**src/rtl/alu_issue_ctrl.sv**
```systemverilog
// Issue controller for the 64-bit ripple ALU: decodes RV64 ALU/branch ops into ALU control codes,
// sequences the three-pass XOR, and returns result/flags/branch decision over valid/ready.
module alu_issue_ctrl (
    input  logic        clk,
    input  logic        rst_n,
    input  logic        in_valid,
    output logic        in_ready,
    input  logic [1:0]  op_class,
    input  logic [2:0]  funct3,
    input  logic        funct7_5,
    input  logic [63:0] op_a,
    input  logic [63:0] op_b,
    output logic [63:0] alu_a,
    output logic [63:0] alu_b,
    output logic [3:0]  alu_op,
    input  logic [63:0] alu_r,
    input  logic        alu_zero,
    input  logic        alu_ovf,
    input  logic        alu_cout,
    output logic        out_valid,
    input  logic        out_ready,
    output logic [63:0] result,
    output logic        res_zero,
    output logic        res_ovf,
    output logic        res_cout,
    output logic        br_taken,
    output logic        illegal
);

    localparam logic [3:0] OP_AND  = 4'b0000;
    localparam logic [3:0] OP_OR   = 4'b0001;
    localparam logic [3:0] OP_ADD  = 4'b0010;
    localparam logic [3:0] OP_SUB  = 4'b0110;
    localparam logic [3:0] OP_SLT  = 4'b0111;
    localparam logic [3:0] OP_ANDN = 4'b0100;

    typedef enum logic [2:0] {IDLE, EXEC1, EXEC2, EXEC3, RESP} state_t;
    // ARITH keeps the ALU ovf/cout flags; LOGIC/SLTU/XOR report them as zero
    typedef enum logic [2:0] {K_ARITH, K_LOGIC, K_SLTU, K_XOR, K_BR} kind_t;

    state_t      state;
    kind_t       kind_q;
    logic [2:0]  f3_q;
    logic [63:0] or_p1;

    logic [3:0]  dec_op;
    kind_t       dec_kind;
    logic        dec_ill;

    always_comb begin
        dec_op   = OP_ADD;
        dec_kind = K_ARITH;
        dec_ill  = 1'b0;
        case (op_class)
            2'b00: dec_op = OP_ADD;
            2'b01: begin
                case (funct3)
                    3'b000, 3'b001, 3'b110, 3'b111: begin
                        dec_op   = OP_SUB;
                        dec_kind = K_BR;
                    end
                    3'b100, 3'b101: begin
                        dec_op   = OP_SLT;
                        dec_kind = K_BR;
                    end
                    default: dec_ill = 1'b1;
                endcase
            end
            default: begin
                case (funct3)
                    3'b000: dec_op = (op_class == 2'b10 && funct7_5) ? OP_SUB : OP_ADD;
                    3'b111: begin
                        dec_op   = OP_AND;
                        dec_kind = K_LOGIC;
                    end
                    3'b110: begin
                        dec_op   = OP_OR;
                        dec_kind = K_LOGIC;
                    end
                    3'b010: dec_op = OP_SLT;
                    3'b011: begin
                        dec_op   = OP_SUB;
                        dec_kind = K_SLTU;
                    end
                    3'b100: begin
                        dec_op   = OP_OR;
                        dec_kind = K_XOR;
                    end
                    default: dec_ill = 1'b1;
                endcase
            end
        endcase
    end

    logic [63:0] fin_r;
    logic        keep_flags;
    logic        taken;

    always_comb begin
        fin_r      = (kind_q == K_SLTU) ? {63'b0, ~alu_cout} : alu_r;
        keep_flags = (kind_q == K_ARITH) || (kind_q == K_BR);
        case (f3_q)
            3'b000:  taken = alu_zero;
            3'b001:  taken = ~alu_zero;
            3'b100:  taken = alu_r[0];
            3'b101:  taken = ~alu_r[0];
            3'b110:  taken = ~alu_cout;
            3'b111:  taken = alu_cout;
            default: taken = 1'b0;
        endcase
    end

    // first XOR pass result (A | B), consumed as the ANDN left operand
    always_ff @(posedge clk) begin
        if (state == EXEC1)
            or_p1 <= alu_r;
    end

    always_ff @(posedge clk or negedge rst_n) begin
        if (!rst_n) begin
            state     <= IDLE;
            kind_q    <= K_ARITH;
            f3_q      <= 3'b000;
            in_ready  <= 1'b1;
            out_valid <= 1'b0;
            alu_a     <= 64'b0;
            alu_b     <= 64'b0;
            alu_op    <= 4'b0000;
            result    <= 64'b0;
            res_zero  <= 1'b0;
            res_ovf   <= 1'b0;
            res_cout  <= 1'b0;
            br_taken  <= 1'b0;
            illegal   <= 1'b0;
        end else begin
            case (state)
                IDLE: begin
                    if (in_valid) begin
                        in_ready <= 1'b0;
                        kind_q   <= dec_kind;
                        f3_q     <= funct3;
                        if (dec_ill) begin
                            state     <= RESP;
                            out_valid <= 1'b1;
                            result    <= 64'b0;
                            res_zero  <= 1'b0;
                            res_ovf   <= 1'b0;
                            res_cout  <= 1'b0;
                            br_taken  <= 1'b0;
                            illegal   <= 1'b1;
                        end else begin
                            alu_a   <= op_a;
                            alu_b   <= op_b;
                            alu_op  <= dec_op;
                            illegal <= 1'b0;
                            state   <= EXEC1;
                        end
                    end
                end
                EXEC1: begin
                    if (kind_q == K_XOR) begin
                        alu_op <= OP_AND;
                        state  <= EXEC2;
                    end else begin
                        result    <= fin_r;
                        res_zero  <= (fin_r == 64'b0);
                        res_ovf   <= keep_flags & alu_ovf;
                        res_cout  <= keep_flags & alu_cout;
                        br_taken  <= (kind_q == K_BR) & taken;
                        out_valid <= 1'b1;
                        state     <= RESP;
                    end
                end
                EXEC2: begin
                    // ANDN(T1, A&B) clears the bits where both operands were set
                    alu_a  <= or_p1;
                    alu_b  <= alu_r;
                    alu_op <= OP_ANDN;
                    state  <= EXEC3;
                end
                EXEC3: begin
                    result    <= alu_r;
                    res_zero  <= (alu_r == 64'b0);
                    res_ovf   <= 1'b0;
                    res_cout  <= 1'b0;
                    br_taken  <= 1'b0;
                    out_valid <= 1'b1;
                    state     <= RESP;
                end
                RESP: begin
                    if (out_ready) begin
                        out_valid <= 1'b0;
                        in_ready  <= 1'b1;
                        state     <= IDLE;
                    end
                end
                default: state <= IDLE;
            endcase
        end
    end

endmodule
```
**config.mk**
```make
export PLATFORM = sky130hd
export DESIGN_NAME = alu_issue_ctrl
export DESIGN_NICKNAME = d
export VERILOG_FILES = /design/src/rtl/alu_issue_ctrl.sv
export SDC_FILE = /design/constraint.sdc
export NUM_CORES = 1
export LEC_CHECK = 0
export BUFFER_PORTS_ARGS = -buffer_cell sky130_fd_sc_hd__buf_2
export CAP_MARGIN = 15
export CELL_PAD_IN_SITES_DETAIL_PLACEMENT = 0
export CELL_PAD_IN_SITES_GLOBAL_PLACEMENT = 1
export CORE_ASPECT_RATIO = 0.7
export CORE_UTILIZATION = 35
export DETAILED_ROUTE_END_ITERATION = 12
export PLACE_DENSITY_LB_ADDON = 0.1
export SYNTH_ARGS = -nofsm -noshare
export SYNTH_HDL_FRONTEND = slang
export SYNTH_SLANG_ARGS = --single-unit
export TNS_END_PERCENT = 50
```
**constraint.sdc**
```tcl
create_clock -name clk -period 4.74 [get_ports clk]
set_clock_uncertainty 0.15 [all_clocks]
set_input_delay 0 -clock clk [delete_from_list [all_inputs] [get_ports clk]]
set_output_delay 0 -clock clk [all_outputs]
set_load 0.005 [all_outputs]
```
==> qor.json <==
{
  "setup_path": {
    "endpoint_required_time_on_the_critical_path_ns": 5.04,
    "cp_data_arrival_time_ns": 3.54,
    "start_point_of_the_critical_path": "state[2]$_DFFE_PN0P_",
    "timing.critical_path.max_delay_family": "simple AND/OR/NAND/NOR gates",
    "path_buf_inv": 2,
    "r2r_start": "state[2]$_DFFE_PN0P_",
    "setup.worst_path.end_class": "flip-flop",
    "ff2ff_path_depth": 7,
    "r2r_setup_slack_ns": 1.50,
    "r2r-end": "alu_b[36]$_DFFE_PN0P_",
    "crit_path_top_delay_cell": "sky130_fd_sc_hd__dlygate4sd3_1",
    "critPathLaunchType": "flip-flop",
    "crit_top_cell": "sky130_fd_sc_hd__nand2_1",
    "worstPathMaxFanout": 67,
    "critical-path-max-stage-delay_ns": 0.55,
    "cp_cell_sequence": "nor2_1 > nand2_4 > buf_4 > nand2_1 > nand2_1 > dlygate4sd3_1 > mux2_4",
    "worst-setup-path-type": "reg2reg"
  },
  "logic_synthesis": {
    "synth_most_common_cell": "sky130_fd_sc_hd__nand2_1",
    "netlist_top_cells_area": "sky130_fd_sc_hd__dfrtp_1, sky130_fd_sc_hd__nand2_1, sky130_fd_sc_hd__edfxtp_1",
    "synthesis.area_um2": 12300,
    "ys.warnings.count": 0,
    "most_common_library_cells_after_synthesis": "sky130_fd_sc_hd__nand2_1, sky130_fd_sc_hd__dfrtp_1, sky130_fd_sc_hd__mux2_4, sky130_fd_sc_hd__o21ai_0, sky130_fd_sc_hd__edfxtp_1",
    "syn_nets": 1352,
    "yosys.area.top_type": "sky130_fd_sc_hd__dfrtp_1",
    "synth_edf_count": 64,
    "synthDominantCellAreaShare_pct": 42.8,
    "synthesis.instances": 1147,
    "synthDistinctLibCells": 46,
    "ys_dominant_reg_cell": "sky130_fd_sc_hd__dfrtp_1",
    "synth_seq_cells": 275,
    "synth.yosys.seq_area_share_pct": 58.7,
    "synthesis.area_per_instance_um2": 10.7,
    "async_flop_share_pct": 76.7
  },
  "clocking": {
    "cts_sinks": 275,
    "cts.root.buffer_cell": "sky130_fd_sc_hd__clkbuf_16",
    "tritoncts_clock_tree": "yes",
    "clk_pin_slew_worst_paths_ns": 0.07,
    "ctsResizeCount": 0,
    "ctsLongestPathBuffers": 3,
    "inserted_clock_buffers": 30,
    "h-tree-depth": 1,
    "clock_latency_ns": 0.56
  },
  "power": {
    "cellPowerDensity_nw_per_um2": 543,
    "p_leak_nw": 8.72,
    "max-vdd-ir-drop_mv": 0.226,
    "report.power.total_w": 0.00969
  },
  "final_layout": {
    "layout-drive-gt1-share_pct": 34.3,
    "layout-area-overhead-vs-synth_pct": 45.6,
    "nNetsFinal": 1942
  },
  "routing": {
    "detail_route.first_pass.iterations": 6,
    "drcViolationCount": 0,
    "detailroute.via_count": 10100,
    "drtIter0Drc": 657,
    "highest_layer": "met4",
    "ant_nets": 0,
    "route.met2.wl_mm": 17.8,
    "avgViaCountPerCell": 4.56,
    "detail_route.wirelength.met1_mm": 19.7,
    "met3WireLength_mm": 2.26,
    "route.detailed.wl_per_inst_um": 18.3,
    "postRouteWirelength_mm": 40.7
  },
  "status": {
    "outcome": "complete, but fails checks",
    "violations": "hold timing"
  },
  "global_routing": {
    "grt_overflow_total": 0,
    "global_route_total_usage_across_every_layer_pct": 22.3,
    "antenna_found_initial": 1,
    "grt_first_pass_wirelength_mm": 60.7,
    "first_global_vias": 10000,
    "grt_start_max_net_pins": 122
  },
  "placed_design": {
    "numPortBuffers": 406,
    "post-dp-hpwl_mm": 27.2,
    "place.gp.congestion": 0.779
  },
  "sta": {
    "fin_crit_sh_pct": 68.3,
    "relSlewSlack_pct": 30.7,
    "finalSetupTns_ns": 0,
    "max_clock_freq_mhz": 309,
    "layout_min_cycle_time_ns": 3.24,
    "grt_setup_unrepaired": "false",
    "final_max_slew_viol_count": 0,
    "finalHoldWorstSlack_ns": -0.0119,
    "setup_violations": 0,
    "timing_worst_slew_pin_value_ns": 1.04,
    "timing.final.hold_violations": 2
  },
  "floorplan": {
    "die_width_um": 226,
    "initial_util_pct": 36.1,
    "dieArea_um2": 35800,
    "ioPinCount": 408,
    "fp.coreArea_um2": 34000,
    "rows": 56,
    "die-height_um": 159
  },
  "min_path": {
    "timing.hold.worst.class": "in2async"
  },
  "flow_run": {
    "cap_violations": 0
  }
}
==> worst max path at each step <==
stage,end,slack (ns),cells after the start
finish,alu_b[36]$_DFFE_PN0P_,1.50,7
global route,alu_b[50]$_DFFE_PN0P_,1.29,7
CTS,alu_b[0]$_DFFE_PN0P_,1.44,7
detailed placement,result[48]$_DFFE_PN0P_,1.92,5
global placement,result[36]$_DFFE_PN0P_,1.93,5
floorplan,alu_op[0]$_DFFE_PN0P_,1.71,6
==> final cells by class <==
cell class	instances	area [µm²]
fillers	3142	16100
diodes	1	2.50
multi-input cells	800	4710
flip-flops and latches	275	7200
well taps	464	581
clock inverters	17	245
inverters	4	16.3
clock buffers	39	836
repair buffers	626	4260
==> cells in the final DEF (no fill, tap or decap), drive strengths merged, types with 2 or more instances in the layout <==
master and instances:
clkinvlp 3, nor3 3, a22o 2, clkbuf 39, nand4 4, clkinv 8, dlygate4sd3 210, nor2 9
nand3b 3, buf 416, a21oi 4, dfrtp 210, bufinv 6, and2 2, o31ai 2, nand2 524
edfxtp 64, nand2b 3, o21ai 75, inv 4, nor4 16, nand3 3, mux2 132
==> worst reg2reg max path, delay by kind of cell, from the launching register on <==
kind / cells / cell delay (ns)
and+or+nand+nor: 4 / 1.18
buffers and inverters: 2 / 1.12
DFF: 1 / 0.42
muxes: 1 / 0.25
==> timing repair <==
action | 4_1_cts | 5_1_grt
hold buffers | 210 | 0
setup buffers | 0 | 0
endpoints found under the hold margin | 393 | 0
==> report_power, final <==
group | leakage [nW] | switching (W) | internal (W)
sequential | 3.21 | 0.000491 | 0.00339
clock | 0.517 | 0.00101 | 0.00157
combinational | 4.99 | 0.00148 | 0.00175
==> sequential cells by signal, indices dropped and copies added (netlist names), 3 cells and up <==
register,flops
result,64
alu_a,64
f3_q,3
kind_q,3
alu_op,3
alu_b,64
state,3
or_p1,64
==> metal layers <==
layer,global-route usage (%),vias up
li1,-,4970
met1,32.2,4832
met2,33.9,286
met3,4.76,59
met4,5.83,0
met5,0,-
==> cell families (layout without fill, tap and decap cells) <==
group / after synthesis / in the layout / synth area share [%]
xor gates and xnor gates: 2 / 2 / 0.143
other: 1 / 2 / 0.0306
muxes: 133 / 133 / 15.5
DFF: 275 / 275 / 58.7
buffers and inverters: 72 / 686 / 3.11
and+or+nand+nor: 572 / 572 / 18.3
AOI/OAI and AO/OA: 92 / 92 / 4.11
==> through the flow <==
step	hold WS, ns	setup slack [ns]	std cells	utilization [%]	cell area [µm²]
after CTS	0.0235	1.44	2225	52.5	17800
after detailed placement	0.0559	1.92	1959	43.2	14700
after floorplan	-0.446	1.71	1147	-	12300
after global routing	0.0334	1.29	2226	52.5	17900
final	-0.0119	1.50	2226	52.5	17900
after global placement	0.0626	1.93	1959	43.2	14700
Power figures use the tool's default switching activity.
